[src/rtl/ir_fetch_queue.sv]
// ir_fetch_queue: DEPTH-entry FIFO of {instr, pc} between fetch and decode,
// with valid/ready on both sides and a flush that discards all entries.
module ir_fetch_queue #(
   parameter int WIDTH = 32,
   parameter int PC_W  = 32,
   parameter int DEPTH = 4
) (
   input  logic                       clk,
   input  logic                       rst,
   input  logic                       flush,
   input  logic                       in_valid,
   output logic                       in_ready,
   input  logic [WIDTH-1:0]           in_instr,
   input  logic [PC_W-1:0]            in_pc,
   output logic                       out_valid,
   input  logic                       out_ready,
   output logic [WIDTH-1:0]           out_instr,
   output logic [PC_W-1:0]            out_pc,
   output logic [$clog2(DEPTH+1)-1:0] count
);
   localparam int AW = $clog2(DEPTH);
   localparam int CW = $clog2(DEPTH+1);
   logic [WIDTH-1:0] instr_q [DEPTH];
   logic [PC_W-1:0]  pc_q    [DEPTH];
   logic [AW-1:0]    wr_q, wr_d, rd_q, rd_d;
   logic [CW-1:0]    cnt_q, cnt_d;
   logic             push, pop;
   // Handshake readiness comes from registered occupancy only, so no pop-to-push path.
   assign in_ready  = cnt_q != CW'(DEPTH);
   assign out_valid = cnt_q != '0;
   assign out_instr = out_valid ? instr_q[rd_q] : '0;
   assign out_pc    = out_valid ? pc_q[rd_q] : '0;
   assign count     = cnt_q;
   assign push      = in_valid && in_ready && !flush;
   assign pop       = out_valid && out_ready && !flush;
   always_comb begin
      wr_d  = flush ? '0 : push ? wr_q + AW'(1) : wr_q;
      rd_d  = flush ? '0 : pop ? rd_q + AW'(1) : rd_q;
      cnt_d = flush ? '0 : (push && !pop) ? cnt_q + CW'(1) : (pop && !push) ? cnt_q - CW'(1) : cnt_q;
   end
   always_ff @(posedge clk or posedge rst) begin
      if (rst) begin
         wr_q  <= '0;
         rd_q  <= '0;
         cnt_q <= '0;
         for (int i = 0; i < DEPTH; i++) begin
            instr_q[i] <= '0;
            pc_q[i]    <= '0;
         end
      end else begin
         wr_q  <= wr_d;
         rd_q  <= rd_d;
         cnt_q <= cnt_d;
         if (push) begin
            instr_q[wr_q] <= in_instr;
            pc_q[wr_q]    <= in_pc;
         end
      end
   end
endmodule
[config.mk]
export PLATFORM = sky130hd
export DESIGN_NAME = ir_fetch_queue
export DESIGN_NICKNAME = d
export VERILOG_FILES = /design/src/rtl/ir_fetch_queue.sv
export SDC_FILE = /design/constraint.sdc
export NUM_CORES = 1
export LEC_CHECK = 0
export ABC_AREA = 1
export CAP_MARGIN = 40
export CORE_ASPECT_RATIO = 1.4
export CORE_MARGIN = 4
export CORE_UTILIZATION = 25
export CTS_BUF_LIST = sky130_fd_sc_hd__clkbuf_2
export CTS_CLUSTER_SIZE = 24
export DETAILED_ROUTE_END_ITERATION = 10
export HOLD_SLACK_MARGIN = 0.06
export PLACE_DENSITY = 0.4
export SETUP_SLACK_MARGIN = 0.4
export SLEW_MARGIN = 20
export SYNTH_ARGS = -nofsm -noshare
export SYNTH_HDL_FRONTEND = slang
export SYNTH_SLANG_ARGS = --single-unit
[constraint.sdc]
create_clock -name clk -period 14.3 [get_ports clk]
set_input_delay 2.145 -clock clk [delete_from_list [all_inputs] [get_ports clk]]
set_output_delay 2.145 -clock clk [all_outputs]
set_load 0.02 [all_outputs]
==> results of run 1 <==
## flip-flops by register name, indices dropped and copies added, names as in the netlist
register,cells
count,3
rd_q,2
wr_q,2
instr_q,128
pc_q,128
## kinds of logic after synthesis
| group | count (synthesis) | share of synthesized area |
|---|---|---|
| AND/OR/NAND/NOR | 541 | 0.1721 |
| AO/OA/AOI/OAI | 456 | 0.1980 |
| flip-flops | 263 | 0.5424 |
| buffers and inverters | 182 | 0.08105 |
| adder cells (fa/ha/maj) | 5 | 0.005775 |
| XOR/XNOR | 1 | 0.0007219 |
## stage by stage
stage | worst slack, ps | instance area [sq um] | std cells | total power (uW)
2_1_floorplan | 4915 | 12130 | 1448 | 2127
3_5_place_dp | 9138 | 13870 | 2127 | 2695
4_1_cts | 8041 | 14610 | 2260 | 3327
6_report | 8201 | 14620 | 2262 | 3251
5_1_grt | 7861 | 14620 | 2262 | 3558
3_3_place_gp | 8795 | 13720 | 2121 | 2661
## critical path: stages, from the launching register on
cell,delay (ps)
dfrtp_4,710
clkinv_2,400
buf_12,260
buf_4,540
o21ai_0,180
a21oi_1,240
clkdlybuf4s50_1,650
## final cells by class
type                            count  area, sq um
Fill cell                        5280        33410
Sequential cell                   263         6586
Multi-Input combinational cell   1003         4588
Timing Repair Buffer              153         1609
Tap cell                          630        788.3
Clock buffer                      117        585.6
Inverter                           78        301.5
Clock inverter                     16        151.4
Antenna cell                        2        5.005
## power breakdown
part	internal, uW	switching, uW
combinational	572	824
clock	269	334
sequential	1070	185
## placed cells by master (no fill, tap or decap), types with 2 or more instances in the layout
cell             instances
inv_2                    3
clkbuf_2               117
buf_16                   4
nand2_1                272
buf_4                    9
clkinv_1                 8
clkinv_2                 2
dfrtp_1                261
clkdlybuf4s50_1        137
ha_1                     4
diode_2                  2
clkinvlp_4               3
inv_1                   74
nand2_4                  4
o21ai_1                218
nor2_1                 256
buf_12                   3
a21oi_1                 69
nand3_1                  4
o21ai_2                 32
o21ai_0                137
bufinv_16                3
## per-layer routing
| metal | vias to the layer above | global-route usage |
|---|---|---|
| li1 | 5011 | - |
| met1 | 4672 | 0.1762 |
| met2 | 203 | 0.2378 |
| met3 | 78 | 0.03012 |
| met4 | 4 | 0.05285 |
| met5 | - | 0 |
## how the worst max path moves through the flow
stage | to | slack (ps) | depth (start not counted)
after floorplan | count[0]$_DFFE_PP0P_ | 4910 | 1
after global placement | out_pc[12] | 8800 | 5
after detailed placement | out_instr[14] | 9140 | 6
after CTS | out_instr[14] | 8040 | 6
after global routing | out_instr[23] | 7860 | 6
final | out_instr[29] | 8200 | 6
==> out/results.ini, run 1 <==
[critical_path]
regToRegSetupSlack_ps = 11750
start_kind = flop
critPathKind = reg2out
cp.required_ps = 12150
crit_arrival_ps = 3950
crit_fanout = 62
r2r_end = instr_q[98]$_DFFE_PP0P_
r2r_cells = 8
r2r-start = count[0]$_DFFE_PP0P_
crit_start = rd_q[0]$_DFFE_PP0P_
cp-end-kind = primary output

[logic_synthesis]
syn-cell-area_sq_mm = 0.01213
synth-edff-count = 0
syn_nets = 1522
synth_area_per_cell_sq_um = 8.380
synth_top_area_cell = dfrtp_1
synth_ff_type = dfrtp_1
synth-seq-area-share = 0.5424
yosysMostFrequentCell = nand2_1
synth_cell_type_count = 23
synth_area_leaders = dfrtp_1, o21ai_1, nand2_1
yosys-top-cells-count = nand2_1, dfrtp_1, nor2_1, o21ai_1, o21ai_0
yosysTopAreaCellShare = 0.5424
syn_inst = 1448
ys.warnings.count = 0
synthArstFlopShare = 1.000
synth_seq_cells = 263

[routing]
route.met3.wl_mm = 1.518
detail_route.first_pass.iterations = 5
highest_layer = met5
wl_met1_mm = 16.33
wl_per_cell_microns = 15.98
via_per_inst = 4.407
wl_met2_mm = 17.32
wl_mm = 36.15
drtAntennaViolNets = 0
drcViolationCount = 0
via_count = 9968
drtIter0Drc = 505

[grt]
grt_max_degree = 143
grt_overflow = 0
grt_use_total = 0.1400
grt_pass1_wl_mm = 58.73
antenna_found_initial = 4
grt_pass1_vias = 10528

[floorplan]
ioPinCount = 138
initial_core_util = 0.2527
fp.coreArea_sq_mm = 0.04802
dieWidth_microns = 194.2
row_count = 95
die_height_microns = 268.7
die_area_sq_mm = 0.05218

[status]
outcome = complete, no violations

[sta]
period_minus_slack_ps = 6099
setup_viol = 0
whs_ps = 484.3
slew_headroom = 0.4200
fin_tns_setup_ps = 0
drv_slew = 0
fmax_ghz = 0.1640
final-hold-violation-count = 0
clock_skew_ps = 74.31
min_period_over_period = 0.4265
tightest_slew_ps = 870.0
rsz0062_at_grt = no

[worst_hold_path]
min_path_cells = 2
hp-start = pc_q[90]$_DFFE_PP0P_
min_to = pc_q[90]$_DFFE_PP0P_
hp-class = reg2reg

[finish]
area_growth_syn_to_layout_pct = 20.45
final_util = 0.3044
drive_gt1_frac = 0.1147
nets = 1647

[clocking]
cts_buffers = 74
clk_pin_slew_ps = 90
ctsResizeCount = 0
cts_sinks = 263
clk_latency_ps = 930
htreeDepth = 3
cts_tree = built
cts_root_buf = clkbuf_2
cts_buffer_depth = 3
cts_setup_buffers = 0
cts_hold_buf = 0

[power]
leakage_uw = 0.006724
p_per_area_mw_per_mm2 = 222.4
irDropWorstVdd_uv = 155.4

[placed_design]
hpwlAfterDp_mm = 21.58
io_buffers = 137
place_congestion = 0.7222

[job]
cap_violations = 0

(Power assumes the default switching activity.)
==> inputs of run 2 (changes only) <==
- clock period: 14.3 -> 5.9 ns (I/O delays scaled with it)
==> out/results.ini, run 2 (synthesis gave the netlist of run 1 again) <==
[worst_hold_path]
hp-class = in2async

[placed_design]
place_congestion = 0.6942  ; -3.9%
hpwlAfterDp_mm = 21.45  ; -0.61%
dpl_cell_area_sq_mm = 0.01392  ; +0.32%
io_buffers = 137  ; unchanged

[power]
p_per_area_mw_per_mm2 = 534.9  ; +140%
leakage_uw = 0.006716  ; -0.13%
irDropWorstVdd_uv = 658.8  ; +320%

[clocking]
cts_root_buf = clkbuf_2
clk_pin_slew_ps = 90  ; about the same
cts_setup_buffers = 0  ; unchanged
htreeDepth = 3  ; unchanged
cts_buffers = 76  ; +2.7%
cts_sinks = 263  ; unchanged
clk_latency_ps = 920  ; about the same
cts_tree = built
cts_hold_buf = 0  ; unchanged
cts_buffer_depth = 3  ; unchanged
ctsResizeCount = 0  ; unchanged

[grt]
grt_pass1_vias = 10653  ; +1.2%
grt_overflow = 0  ; unchanged
grt_pass1_wl_mm = 59.65  ; +1.6%
grt_max_degree = 143  ; unchanged
grt_use_total = 0.1423  ; +0.002325
antenna_found_initial = 3  ; -1

[finish]
drive_gt1_frac = 0.1127  ; -0.002039
final_cell_mix = nand2_1, dfrtp_1, nor2_1
fin_area_sq_mm = 0.01462  ; about the same
area_growth_syn_to_layout_pct = 20.49  ; about the same
nets = 1655  ; +0.49%
layout_commonest_cell = nand2_1

[floorplan]
ioPinCount = 138  ; unchanged
row_count = 95  ; unchanged
initial_core_util = 0.2527  ; unchanged
fp.coreArea_sq_mm = 0.04802  ; unchanged
dieWidth_microns = 194.2  ; unchanged
die_height_microns = 268.7  ; unchanged
die_area_sq_mm = 0.05218  ; unchanged

[sta]
period_minus_slack_ps = 4369
fin_tns_setup_ps = 0  ; unchanged
drv_slew = 0  ; unchanged
tightest_slew_ps = 866.7  ; -3.314 ps
whs_ps = 259.8  ; -224.5 ps
rsz0062_at_grt = no
slew_headroom = 0.4222  ; +0.002210
final-hold-violation-count = 0  ; unchanged
setup_viol = 0  ; unchanged
min_period_over_period = 0.7404
clock_skew_ps = 67.05  ; -7.267 ps
fmax_ghz = 0.2289

[routing]
drcViolationCount = 0  ; unchanged
wl_per_cell_microns = 16.24  ; +1.6%
drtIter0Drc = 430  ; -15%
drtAntennaViolNets = 0  ; unchanged
wl_mm = 36.66  ; +1.4%
via_count = 10062  ; +0.94%
detail_route.first_pass.iterations = 5  ; unchanged
via_per_inst = 4.458  ; +1.2%

[critical_path]
cp-end-kind = primary output
critPathKind = reg2out
cp.required_ps = 5020  ; -7130 ps
crit_fanout = 27  ; -56%
crit_arrival_ps = 3480  ; -470 ps
start_kind = flop

[job]
cap_violations = 0  ; unchanged

[status]
outcome = complete, no violations

-- run 2: cell types whose count changed in the layout (fill, tap and decap cells not counted), moves of 2 or more --
cell and delta:
buf_12 +5, buf_16 -2, clkbuf_2 -9, buf_4 +3, clkinv_1 -2
-- run 2: where the power goes --
| group | switching (uW) | internal, uW |
|---|---|---|
| Sequential | 403 | 2590 |
| Combinational | 2050 | 1380 |
| Clock | 790 | 611 |
-- run 2: final cells by class --
type / instances / area (sq um)
Multi-Input combinational cell: 1003 / 4588
Tap cell: 630 / 788.3
Fill cell: 5296 / 33400
Clock buffer: 108 / 540.5
Timing Repair Buffer: 159 / 1677
Inverter: 78 / 297.8
Antenna cell: 3 / 7.507
Clock inverter: 13 / 135.1
Sequential cell: 263 / 6586
-- run 2: path summary, 6_finish.rpt --
| kind | start | end | slack (ps) | cells past startpoint |
|---|---|---|---|---|
| min reg2reg | pc_q[65]$_DFFE_PP0P_ | pc_q[65]$_DFFE_PP0P_ | 480 | 2 |
| min in group clk | pc_q[65]$_DFFE_PP0P_ | pc_q[65]$_DFFE_PP0P_ | 480 | 2 |
| max | rd_q[1]$_DFFE_PP0P_ | out_instr[12] | 1530 | 7 |
| max reg2reg | count[0]$_DFFE_PP0P_ | instr_q[14]$_DFFE_PP0P_ | 3490 | 9 |
| max in group asynchronous | rst | instr_q[72]$_DFFE_PP0P_ | 4260 | 4 |
| min | rst | instr_q[20]$_DFFE_PP0P_ | 260 | 2 |
-- run 2: metrics by stage --
| stage | cells | total power, uW | utilization | setup WS [ps] |
|---|---|---|---|---|
| detailed placement | 2132 | 6545 | 0.2898 | 2389 |
| CTS | 2253 | 8031 | 0.3039 | 1301 |
| global route | 2257 | 8565 | 0.3045 | 1203 |
| finish | 2257 | 7820 | 0.3045 | 1531 |
| global placement | 2125 | 6478 | 0.2866 | 1843 |
| floorplan | 1448 | 5156 | - | 1545 |
-- run 2: per-layer routing --
metal	part of all wire	vias to the layer above	track usage
li1	-	5014	-
met1	0.45	4805	0.1810
met2	0.49	181	0.2428
met3	0.039	60	0.03000
met4	0.019	2	0.04791
met5	0.00035	-	0
-- run 2: worst max-delay path, cell delays in order (launching register included) --
cell and delay [ps]:
dfrtp_2 650, buf_12 270, inv_2 210, buf_4 320, nor2_1 150, o21ai_0 90, a21oi_1 250, clkdlybuf4s50_1 660
